`config.mk`:
```
export PLATFORM = sky130hd
export DESIGN_NAME = prog_ram_loader_flat
export DESIGN_NICKNAME = d
export VERILOG_FILES = /design/src/rtl/prog_ram_loader_if.sv /design/src/rtl/prog_ram_loader.sv /design/src/flat_wrapper.sv
export SDC_FILE = /design/constraint.sdc
export NUM_CORES = 1
export LEC_CHECK = 0
export CAP_MARGIN = 40
export CORE_MARGIN = 3
export CORE_UTILIZATION = 30
export DETAILED_ROUTE_END_ITERATION = 8
export GPL_TIMING_DRIVEN = 0
export PLACE_DENSITY = 0.52
export SLEW_MARGIN = 20
export SYNTH_ARGS = -nofsm -noshare
export SYNTH_HDL_FRONTEND = slang
export SYNTH_SLANG_ARGS = --single-unit
```
`constraint.sdc`:
```
create_clock -name clk -period 2.1 [get_ports clk]
set_input_delay 0.21 -clock clk [delete_from_list [all_inputs] [get_ports clk]]
set_output_delay 0.21 -clock clk [all_outputs]
set_load 0.005 [all_outputs]
```
`src/rtl/prog_ram_loader_if.sv`:
```
// Loader stream, CPU fetch port and status bundle for prog_ram_loader.
// LOADER_CHECKSUM_EN adds the checksum signal.
interface prog_ram_loader_if #(
    parameter int ADDR_W = 4,
    parameter int DATA_W = 8
);
    logic              load_start;
    logic              in_valid;
    logic [DATA_W-1:0] in_data;
    logic              in_last;
    logic              in_ready;
    logic [ADDR_W-1:0] address;
    logic [DATA_W-1:0] data;
    logic              cpu_hold;
    logic              load_done;
    logic [ADDR_W:0]   load_count;
`ifdef LOADER_CHECKSUM_EN
    logic [DATA_W-1:0] checksum;
`endif

    // Stream handshake: a byte moves on a rising edge where in_valid and in_ready
    // are both 1; the source holds in_data/in_last stable until that edge.
    modport master (
        output load_start, in_valid, in_data, in_last, address,
        input  in_ready, data, cpu_hold, load_done, load_count
`ifdef LOADER_CHECKSUM_EN
        , input checksum
`endif
    );

    modport slave (
        input  load_start, in_valid, in_data, in_last, address,
        output in_ready, data, cpu_hold, load_done, load_count
`ifdef LOADER_CHECKSUM_EN
        , output checksum
`endif
    );
endinterface

```
`src/rtl/prog_ram_loader.sv`:
```
// Writable program memory with a byte-stream loader that zero-fills the unwritten tail.
// Optional macro LOADER_CHECKSUM_EN adds a running checksum of accepted bytes.
module prog_ram_loader #(
    parameter int ADDR_W = 4,
    parameter int DATA_W = 8
) (
    input  logic                clk,
    input  logic                reset,
    prog_ram_loader_if.slave    bus,
    output logic [1:0]          fsm_state
);
    localparam int DEPTH = 1 << ADDR_W;
    localparam logic [ADDR_W-1:0] LAST_ADDR  = ADDR_W'(DEPTH - 1);
    localparam logic [ADDR_W:0]   FULL_COUNT = (ADDR_W + 1)'(DEPTH);

    typedef enum logic [1:0] {
        IDLE = 2'd0,
        LOAD = 2'd1,
        FILL = 2'd2,
        DONE = 2'd3
    } state_t;

    state_t state, next_state;

    logic [DATA_W-1:0] mem [DEPTH];
    logic [ADDR_W-1:0] wr_ptr;
    logic [ADDR_W:0]   count;
    logic              done_flag;
    logic              ready;
    logic              hold;
    logic              accept;
    logic              at_end;

    assign accept = ready && bus.in_valid;
    assign at_end = (wr_ptr == LAST_ADDR);

    always_ff @(posedge clk) begin
        if (reset) state <= IDLE;
        else       state <= next_state;
    end

    always_comb begin
        next_state = state;
        case (state)
            IDLE, DONE: if (bus.load_start) next_state = LOAD;
            LOAD: begin
                if (accept) begin
                    if (at_end)           next_state = DONE;
                    else if (bus.in_last) next_state = FILL;
                end
            end
            FILL: if (at_end) next_state = DONE;
            default: next_state = IDLE;
        endcase
    end

    always_comb begin
        ready = 1'b0;
        hold  = 1'b0;
        case (state)
            LOAD: begin
                ready = 1'b1;
                hold  = 1'b1;
            end
            FILL:    hold = 1'b1;
            default: begin
                ready = 1'b0;
                hold  = 1'b0;
            end
        endcase
    end

    // wr_ptr parks on the last address instead of wrapping, so a finished
    // load can never start a second pass over memory.
    always_ff @(posedge clk) begin
        if (reset) begin
            for (int i = 0; i < DEPTH; i++) mem[i] <= '0;
            wr_ptr    <= '0;
            count     <= '0;
            done_flag <= 1'b0;
        end else begin
            done_flag <= (next_state == DONE) && (state != DONE);
            case (state)
                IDLE, DONE: begin
                    if (bus.load_start) begin
                        wr_ptr <= '0;
                        count  <= '0;
                    end
                end
                LOAD: begin
                    if (accept) begin
                        mem[wr_ptr] <= bus.in_data;
                        if (!at_end) wr_ptr <= wr_ptr + 1'b1;
                        if (count != FULL_COUNT) count <= count + 1'b1;
                    end
                end
                FILL: begin
                    mem[wr_ptr] <= '0;
                    if (!at_end) wr_ptr <= wr_ptr + 1'b1;
                end
                default: ;
            endcase
        end
    end

`ifdef LOADER_CHECKSUM_EN
    logic [DATA_W-1:0] sum;

    always_ff @(posedge clk) begin
        if (reset) begin
            sum <= '0;
        end else if ((state == IDLE || state == DONE) && bus.load_start) begin
            sum <= '0;
        end else if (accept) begin
            sum <= sum + bus.in_data;
        end
    end

    assign bus.checksum = sum;
`endif

    // The CPU sees nops while a load is in flight.
    assign bus.data       = hold ? '0 : mem[bus.address];
    assign bus.in_ready   = ready;
    assign bus.cpu_hold   = hold;
    assign bus.load_done  = done_flag;
    assign bus.load_count = count;
    assign fsm_state      = state;
endmodule

```
`src/flat_wrapper.sv`:
```
// flat-port wrapper written by rule: the top's interface ports become plain ports
module prog_ram_loader_flat 
#(
    parameter int ADDR_W = 4,
    parameter int DATA_W = 8
)
  (clk, reset, fsm_state, bus_load_start, bus_in_valid, bus_in_data, bus_in_last, bus_address, bus_in_ready, bus_data, bus_cpu_hold, bus_load_done, bus_load_count);
  prog_ram_loader_if #(.ADDR_W(ADDR_W), .DATA_W(DATA_W)) bus_i ();
  input  logic clk;
  input  logic reset;
  output logic [1:0] fsm_state;
  input wire logic [$bits(bus_i.load_start)-1:0] bus_load_start;
  input wire logic [$bits(bus_i.in_valid)-1:0] bus_in_valid;
  input wire logic [$bits(bus_i.in_data)-1:0] bus_in_data;
  input wire logic [$bits(bus_i.in_last)-1:0] bus_in_last;
  input wire logic [$bits(bus_i.address)-1:0] bus_address;
  output wire logic [$bits(bus_i.in_ready)-1:0] bus_in_ready;
  output wire logic [$bits(bus_i.data)-1:0] bus_data;
  output wire logic [$bits(bus_i.cpu_hold)-1:0] bus_cpu_hold;
  output wire logic [$bits(bus_i.load_done)-1:0] bus_load_done;
  output wire logic [$bits(bus_i.load_count)-1:0] bus_load_count;
  assign bus_i.load_start = bus_load_start;
  assign bus_i.in_valid = bus_in_valid;
  assign bus_i.in_data = bus_in_data;
  assign bus_i.in_last = bus_in_last;
  assign bus_i.address = bus_address;
  assign bus_in_ready = bus_i.in_ready;
  assign bus_data = bus_i.data;
  assign bus_cpu_hold = bus_i.cpu_hold;
  assign bus_load_done = bus_i.load_done;
  assign bus_load_count = bus_i.load_count;
  prog_ram_loader #(.ADDR_W(ADDR_W), .DATA_W(DATA_W)) u_core (.clk(clk), .reset(reset), .bus(bus_i), .fsm_state(fsm_state));
endmodule
```
== Word level (Yosys, flattened, before mapping) ==
Memory sizes are Yosys's and may differ from the RTL's.
Cells that the tools add are included.
Word-level totals
  memories kept: 1
  bits in read-only memories: 0
  bits in latches: 0
  input bits: 17
  RAM bits: 128
  bits in registers: 12
Memory list
  u_core.mem: words 16, width 8, rd ports 1, clocked after memory_dff 0, write ports 16, line prog_ram_loader.sv:25  | logic [DATA_W-1:0] mem [DEPTH];
Cells by class
  muxes and demuxes: 30
  bitwise logic cells: 1
  add/sub/neg operators: 2
  reduce and logical (&&, ||, !) cells: 9
  divide/modulo/power cells: 0
  multipliers: 0
  order comparisons: 0
  shifts and indexed selects: 0
  equality and inequality tests: 10
Operator list (number)
  2-to-1 mux 8 bit: 3
  2-to-1 mux 4 bit: 4
  2-to-1 mux 5 bit: 3
  2-to-1 mux 1 bit: 12
  one-hot mux 4 bit (3 select lines): 1
  2-to-1 mux 2 bit: 5
  one-hot mux 5 bit (2 select lines): 1
  OR reduction 8 bit: 1
  equality test 2 bit (second input constant): 3
  one-hot mux 2 bit (3 select lines): 1
  adder 5 x 1 -> 5 bit (second input constant): 1
  != test 5 bit (second input constant): 1
  adder 4 x 1 -> 4 bit (second input constant): 1
  equality test 4 bit (second input constant): 1
  != test 2 x 1 -> 1 bit (second input constant): 2
  != test 2 bit (second input constant): 2
  AND reduction 4 bit: 1
  OR reduction 2 bit: 2
  equality test 2 x 1 -> 1 bit (second input constant): 1
  logical AND 1 bit: 2
  logical NOT 2 bit: 1
  AND reduction 2 bit: 1
  nonzero test 2 bit: 1
  OR 1 bit: 1

== Depth between registers and ports, before layout ==
Gate-level depths: netlist of the first run.
  depth in word-level cells: 10
  mapped depth: 7

== Worst setup path before layout of the first run ==
OpenSTA, ideal clock, no wires.
  path kind: reg2reg
  start: register u_core.state[1] (netlist: u_core.fsm_state[1])
  end: memory u_core.mem[13][0] (enable)
  slack: 0.055 ns
  path buffers: 1
  cell stages (with the launch flop): 8
  data required time: 1.797 ns
  setup time: 0.303 ns
  arrival time: 1.743 ns
  clock period less this slack: 2.045 ns
  cell sequence: dfxtp_1 > inv_1 > ha_1 > buf_4 > a21oi_1 > nor3b_2 > nand3_1 > nand2b_1
RTL lines
  start, declared: line prog_ram_loader.sv:23  | state_t state, next_state;
  start signal, assigned: line prog_ram_loader.sv:39  | else state <= next_state;
  end, declared: line prog_ram_loader.sv:25

== Worst setup path after layout of the first run ==
  start: register u_core.state[0] (netlist: u_core.fsm_state[0])
  end: output bus_data[2]
On the way
  longest elaborated chain between the ends: 4
  elaborated cells between the ends (all ways): 5
  classes of those cells: 2 x eq/ne; 2 x mux; 1 x reduce/logical
RTL lines
  equality test 2 x 1 -> 1 bit / equality test 2 bit (equally long branches): line prog_ram_loader.sv:60  | case (state)
  OR reduction 2 bit (no line) *
  2-to-1 mux 1 bit *: line prog_ram_loader.sv:60
  2-to-1 mux 8 bit *: line prog_ram_loader.sv:123  | assign bus.data = hold ? '0 : mem[bus.address];
  end, declared: line flat_wrapper.sv:18  | output wire logic [$bits(bus_i.data)-1:0] bus_data;
Mark *: on every way between the ends. The rest lies on a longest branch, timed or not.

==> flow_metrics.py, run 1 <==
metrics = {
    "hold_path": {
        "min_from": "reset",
        "min_delay_path_depth": 3,
        "worst_hold_path_type": "in -> reg",
    },
    "logic_synthesis": {
        "synthesis.area_per_instance_um2": 12.6,
        "top_area_cells_in_the_synthesized_netlist": "edfxtp_1 (60%), nor2_1 (8.1%), mux4_2 (7.0%)",
        "yosys.area.top_type_share_pct": 59.6,
        "syn_area_um2": 6450,
        "synth-seq-area-share_pct": 63.3,
        "post_synthesis_net_count": 538,
        "yosys_warns": 0,
        "post_synth_num_cell_types": 38,
        "yosysTopAreaCell": "edfxtp_1",
        "post_synthesis_instance_total": 512,
        "ys_ff_latch": 140,
    },
    "timing": {
        "worst_pin_slew_ps": 646,
        "final_setup_vio_count": 2,
        "slew_viol_final": 0,
        "min_period_over_period_pct": 102,
        "rsz0062_at_grt": "true",
        "max_freq_ghz": 0.469,
        "headroom_to_the_max_slew_limit_pct": 56.8,
        "finalHoldWorstSlack_ps": 276,
        "final_worst_path_period_need_ps": 2130,
        "fin_worst_skew_ps": 7.69,
        "finalHoldViolCount": 0,
        "finalWorstSetupSlack_ps": -32.6,
    },
    "clocking": {
        "cts_tree": "done",
        "cts_made_buffers": 17,
        "cts-root-buf": "clkbuf_16",
        "clk_pin_slew_ps": 60,
        "clockBufferDepth": 2,
        "worst_skew_late_latency_ps": 420,
        "numClockSinks": 140,
        "htreeDepth": 4,
    },
    "layout": {
        "final_cell_area_excluding_filler_cells_um2": 8310,
        "fillCellCount": 2012,
        "n_antenna_cell": 0,
        "drive_above_1_share_pct": 28.0,
        "utilization_pct": 39.4,
        "finalNetCount": 603,
        "flip_flop_and_latch_area_um2": 4090,
        "area_growth_syn_to_layout_pct": 28.8,
        "multi_input_logic_area_um2": 2660,
        "stdcell_count": 865,
    },
    "worst_setup_path": {
        "r2r-start": "u_core.fsm_state[0]",
        "worstSetupStartpoint": "u_core.fsm_state[0]",
        "critical_path.startpoint_type": "register",
        "r2r.worst_path.cells": 7,
        "setup.reg_to_reg.worst_slack_ps": 60,
        "cp_data_arrival_time_ps": 1920,
        "endpoint_class_of_the_critical_path": "primary output",
        "critical_path_class": "reg -> out",
        "critical_path_peak_fanout": 5,
        "critPathRequiredTime_ps": 1890,
    },
    "grt": {
        "first_pass_grt_wire_length_mm": 26.6,
        "grt_start_max_net_pins": 17,
        "grt.total_usage_pct": 15.1,
        "grt_pass1_vias": 4461,
        "grt.overflow.total": 0,
        "antenna_found_initial": 0,
    },
    "floorplanning": {
        "starting_density_of_the_core_pct": 30.6,
        "core_region_area_um2": 21100,
        "floorplan.rows": 53,
        "die_h_um": 153,
        "chipWidth_um": 153,
        "dieArea_um2": 23300,
        "top_level_ports": 35,
    },
    "placed_design": {
        "weighted_congestion_at_the_end_of_routability_driven_global_placement": 0.845,
        "preCtsSetupSlack_ps": -1000,
        "dpl_cell_area_um2": 7110,
        "port_buffers": 31,
        "dp.cells": 818,
        "dp_hpwl_mm": 11.6,
    },
    "power_and_ir_drop": {
        "clkPwrFrac_pct": 41.1,
        "power-per-cell-area_nw_per_um2": 850,
        "leakagePower_nw": 3.16,
        "power_switching_mw": 1.74,
        "internal_power_mw": 5.32,
        "vdd_drop_max_uv": 684,
        "power.sequential.fraction_pct": 45.2,
        "pwr-share-comb_pct": 13.6,
        "power.share.switching_pct": 24.6,
    },
    "detailed_routing": {
        "vias": 4324,
        "drtAntennaViolNets": 0,
        "vias_per_cell": 5.00,
        "drt_wl_total_mm": 17.3,
        "wl_met3_um": 825,
        "met2_wirelength_mm": 8.64,
        "post_drt_wl_per_cell_um": 20.0,
        "drcViolationCount": 0,
        "count_of_routing_violations_after_the_opening_detailed_route_iteration": 327,
        "drt-met1-wl_mm": 7.60,
        "first_pass_iters": 4,
        "top_routing_layer_used": "met4",
    },
    "job": {
        "cap_viol_max_count": 0,
    },
    "outcome": {
        "failed_checks": "negative setup slack",
        "outcome": "complete, but fails checks",
    },
}
area by class of cell:
class | count | area share [%]
Tap cell | 275 | 4.14
Buffer | 26 | 2.23
Timing Repair Buffer | 50 | 5.15
Sequential cell | 140 | 49.2
Clock inverter | 15 | 1.79
Clock buffer | 17 | 5.12
Inverter | 8 | 0.391
Multi-Input combinational cell | 334 | 32.0
metrics by stage:
stage,TNS (ps),total power [mW]
after floorplan,0,3.69
after global placement,-88920,4.00
after detailed placement,-95040,4.02
after CTS,-1750,7.08
after global routing,-461,7.32
final,-39.7,7.07
cells by family (layout without fill, tap and decap cells):
kind of cell / count (synthesis) / in the layout / share of synthesized area [%]
adder cells (fa/ha/maj): 9 / 9 / 1.75
multiplexers: 53 / 53 / 12.1
buffers and inverters: 38 / 116 / 2.60
AO/OA/AOI/OAI: 52 / 52 / 5.02
AND/OR/NAND/NOR: 220 / 220 / 15.2
flip-flops: 140 / 140 / 63.3
power by group through the flow:
stage	sequential [mW]	combinational, mW	clock (mW)
after floorplan	3.24	0.454	0
final	3.20	0.963	2.91
after global routing	3.21	1.04	3.07
after global placement	3.25	0.753	0
after CTS	3.20	0.946	2.94
after detailed placement	3.25	0.762	0
state kept, by name, summed over array words and instances, names as in the netlist:
register and count:
u_core.fsm_state 2, u_core.bus.load_count 5, u_core.wr_ptr 4, u_core.mem 128, u_core.bus.load_done 1
path summary, 6_finish.rpt:
check / to
hold reg to reg: u_core.bus.load_count[4]
setup / recovery: bus_data[2]
setup reg to reg: u_core.bus.load_count[2]
hold / removal: u_core.fsm_state[0]
placed cells by master (no fill, tap or decap), types with 4 or more instances in the layout:
master           instances
nor2_1                 139
edfxtp_1               128
mux2i_1                 28
buf_4                   23
clkdlybuf4s50_1         21
mux4_2                  20
clkbuf_16               18
nand2b_4                17
nand2_1                 15
dfxtp_1                 10
buf_2                    9
a22oi_1                  9
clkbuf_2                 9
o21ai_0                  8
inv_1                    7
nand2_2                  7
nand2_4                  7
a21oi_1                  7
ha_1                     7
o21ai_1                  5
nor2b_1                  4
clkbuf_1                 4
nor3b_4                  4
nand3_4                  4
nand3_1                  4
clkinvlp_4               4
clkinv_2                 4
worst max-delay path, stage by stage, from the launching register on:
cell	delay, ps
dfxtp_4	370
inv_4	50
ha_4	290
nand2b_4	110
buf_6	150
a221oi_2	190
o21ai_1	110
o21ai_1	100
buf_2	130
timing repair:
action	CTS	global route
buffers inserted	8	11
resized for setup	144	24
hold buffers	0	0
endpoints found under the hold margin	0	0
pin swaps	1	6
setup endpoints to repair	266	182
cells in the mapped netlist:
cell         n
nor2b_4      1
mux4_2      20
nand4_1      1
a21oi_1      9
and4_1       1
and2_1       1
nor2b_1      5
o2111ai_1    1
buf_1        4
ha_1         9
clkbuf_1    16
mux2i_1     33
nor3b_2      4
inv_1        8
a22oi_1      9
buf_4        5
o21bai_1     1
nand3_1      8
nor3_1       3
nor4_1       1
o21ai_0     16
edfxtp_1   128
a221oi_1     4
and3_1       1
buf_2        5
or3_4        1
or3_1        2
o21a_1       2
or2b_1       1
nor2_1     139
o22ai_1      5
nand2b_1    19
or4_1        2
dfxtp_1     12
o211ai_1     1
nand2_1     30
a31oi_1      3
a21o_1       1
per-layer routing:
layer	up-vias	track usage, %
met5	-	0
met4	0	4.58
met3	15	3.44
met2	122	25.0
met1	2183	19.9
li1	2004	-
Note: power is estimated with default switching activity, not from simulation.
==> run 2, diff against run 1 <==
--- a/config.mk
+++ b/config.mk
@@ -10,6 +10,7 @@
 export CORE_UTILIZATION = 30
 export DETAILED_ROUTE_END_ITERATION = 8
 export GPL_TIMING_DRIVEN = 0
+export HOLD_SLACK_MARGIN = 0.02
 export PLACE_DENSITY = 0.52
 export SLEW_MARGIN = 20
 export SYNTH_ARGS = -nofsm -noshare
==> results of run 2 <==
Same layout as run 1: the final DEF is identical, and so are final timing and power.
==> run 3, diff against run 2 <==
--- a/config.mk
+++ b/config.mk
@@ -12,6 +12,8 @@
 export GPL_TIMING_DRIVEN = 0
 export HOLD_SLACK_MARGIN = 0.02
 export PLACE_DENSITY = 0.52
+export REMOVE_ABC_BUFFERS = 1
+export SKIP_CTS_REPAIR_TIMING = 1
 export SLEW_MARGIN = 20
 export SYNTH_ARGS = -nofsm -noshare
 export SYNTH_HDL_FRONTEND = slang
==> flow_metrics.py, run 3 (synthesized netlist as in run 1, its figures left out) <==
metrics = {
    "detailed_routing": {
        "drt_wl_total_mm": 16.5,
        "drt-met1-wl_mm": 7.61,
        "drcViolationCount": 0,
        "post_drt_wl_per_cell_um": 19.5,
        "wl_met3_um": 637,
        "drtAntennaViolNets": 0,
        "vias_per_cell": 4.93,
        "first_pass_iters": 4,
        "count_of_routing_violations_after_the_opening_detailed_route_iteration": 324,
        "met2_wirelength_mm": 7.99,
        "top_routing_layer_used": "met4",
        "vias": 4157,
    },
    "grt": {
        "grt_start_max_net_pins": 27,
        "grt.total_usage_pct": 14.0,
        "first_pass_grt_wire_length_mm": 24.8,
        "grt_pass1_vias": 4245,
        "grt.overflow.total": 0,
        "antenna_found_initial": 0,
    },
    "timing": {
        "setup-tns-final_ps": -180,
        "max_freq_ghz": 0.453,
        "fin_worst_skew_ps": 7.04,
        "finalHoldWorstSlack_ps": 470,
        "slew_viol_final": 0,
        "min_period_over_period_pct": 105,
        "final_worst_path_period_need_ps": 2210,
        "finalWorstSetupSlack_ps": -108,
        "headroom_to_the_max_slew_limit_pct": 46.7,
        "rsz0062_at_grt": "true",
        "finalHoldViolCount": 0,
        "worst_pin_slew_ps": 798,
        "final_setup_vio_count": 2,
    },
    "job": {
        "cap_viol_max_count": 0,
    },
    "placed_design": {
        "preCtsSetupSlack_ps": -836,
        "weighted_congestion_at_the_end_of_routability_driven_global_placement": 0.779,
        "dp_hpwl_mm": 10.9,
        "port_buffers": 34,
    },
    "layout": {
        "n_antenna_cell": 0,
        "largest_reg_flops": 128,
        "drive_above_1_share_pct": 23.1,
        "largest_register_by_flop_count": "u_core.mem",
        "finalNetCount": 581,
        "mostFrequentLayoutCell": "nor2_1",
        "area_growth_syn_to_layout_pct": 23.8,
        "layout_common_cells": "nor2_1 (139), edfxtp_1 (128), mux2i_1 (32), clkdlybuf4s50_1 (21), mux4_2 (20)",
    },
    "clocking": {
        "cts_tree": "done",
        "cts-root-buf": "clkbuf_16",
        "htreeDepth": 4,
        "clk_pin_slew_ps": 60,
        "cts_made_buffers": 17,
        "numClockSinks": 140,
        "worst_skew_late_latency_ps": 420,
        "clockBufferDepth": 2,
    },
    "floorplanning": {
        "floorplan.rows": 53,
        "top_level_ports": 35,
        "die_h_um": 153,
        "core_region_area_um2": 21100,
        "dieArea_um2": 23300,
        "starting_density_of_the_core_pct": 30.6,
        "chipWidth_um": 153,
    },
    "worst_setup_path": {
        "critical_path_class": "reg -> out",
        "path_buf_inv": 3,
        "crit_path_max_incr_delay_ps": 370,
        "critPathRequiredTime_ps": 1890,
        "critical_path.slowest_cell": "dfxtp_4",
        "cp_data_arrival_time_ps": 2000,
        "critical_path_peak_fanout": 8,
        "setup.reg_to_reg.worst_slack_ps": 40,
        "endpoint_class_of_the_critical_path": "primary output",
        "critical_path.startpoint_type": "register",
        "timing.critical_path.max_delay_family": "compound AO/OA/AOI/OAI gates",
        "chain_of_cells_forming_the_critical_path": "inv_4, ha_4, nand2b_4, buf_6, a221oi_2, o21ai_1, o21ai_2, clkbuf_2",
    },
    "power_and_ir_drop": {
        "vdd_drop_max_uv": 615,
        "internal_power_mw": 5.18,
        "power.share.switching_pct": 24.3,
        "power-per-cell-area_nw_per_um2": 858,
        "power.sequential.fraction_pct": 46.7,
        "power_switching_mw": 1.67,
        "pwr-share-comb_pct": 13.2,
        "clkPwrFrac_pct": 40.1,
        "leakagePower_nw": 2.98,
    },
    "hold_path": {
        "worst_hold_path_type": "in -> reg",
    },
    "outcome": {
        "outcome": "complete, but fails checks",
        "failed_checks": "negative setup slack",
    },
}
-- run 3: cell count changes in the layout (fill, tap and decap cells not counted), sizes merged, moves of 3 or more --
cell           before  now
clkdlybuf4s15       3    0
dlymetal6s2s        1    6
clkinv              8    5
buf                35   22
-- run 3: metal layers --
layer,GRT usage [%],up-vias
li1,-,1939
met3,3.35,21
met5,0,-
met2,22.7,94
met4,4.41,0
met1,18.7,2103
-- run 3: stage by stage --
stage / cell area, um^2 / cells / total power [mW] / util, %
after floorplan: 6310 / 482 / 3.64 / -
after global placement: 7000 / 791 / 3.99 / 33.2
after global routing: 7990 / 843 / 7.07 / 37.9
after CTS: 7570 / 826 / 6.72 / 35.9
after detailed placement: 7040 / 794 / 4.01 / 33.4
final: 7990 / 843 / 6.85 / 37.9
-- run 3: final timing paths --
check,startpoint,end,cells past startpoint
setup / recovery,u_core.fsm_state[0],bus_data[1],8
hold / removal,reset,u_core.wr_ptr[1],3
hold reg to reg,u_core.bus.load_count[2],u_core.bus.load_count[2],2
setup reg to reg,u_core.fsm_state[0],u_core.mem[13][6],7
-- run 3: layout make-up --
type | instances | area, um^2
clock buffer | 25 | 497
clock inverter | 7 | 40.0
fill | 2046 | 13100
inverter | 8 | 32.5
multi-input combinational | 334 | 2440
sequential | 140 | 4090
tap | 275 | 344
timing repair buffer | 54 | 542
-- run 3: tightest hold or removal path: stages --
cell and delay, ps:
dlymetal6s2s_1 290, buf_8 250, nor2_1 100
-- run 3: power groups by stage --
stage	Combinational (mW)	Sequential (mW)	Clock, mW
2_1_floorplan	0.401	3.24	0
3_3_place_gp	0.737	3.25	0
3_5_place_dp	0.749	3.26	0
4_1_cts	0.753	3.20	2.76
5_1_grt	0.974	3.21	2.89
6_report	0.905	3.20	2.74
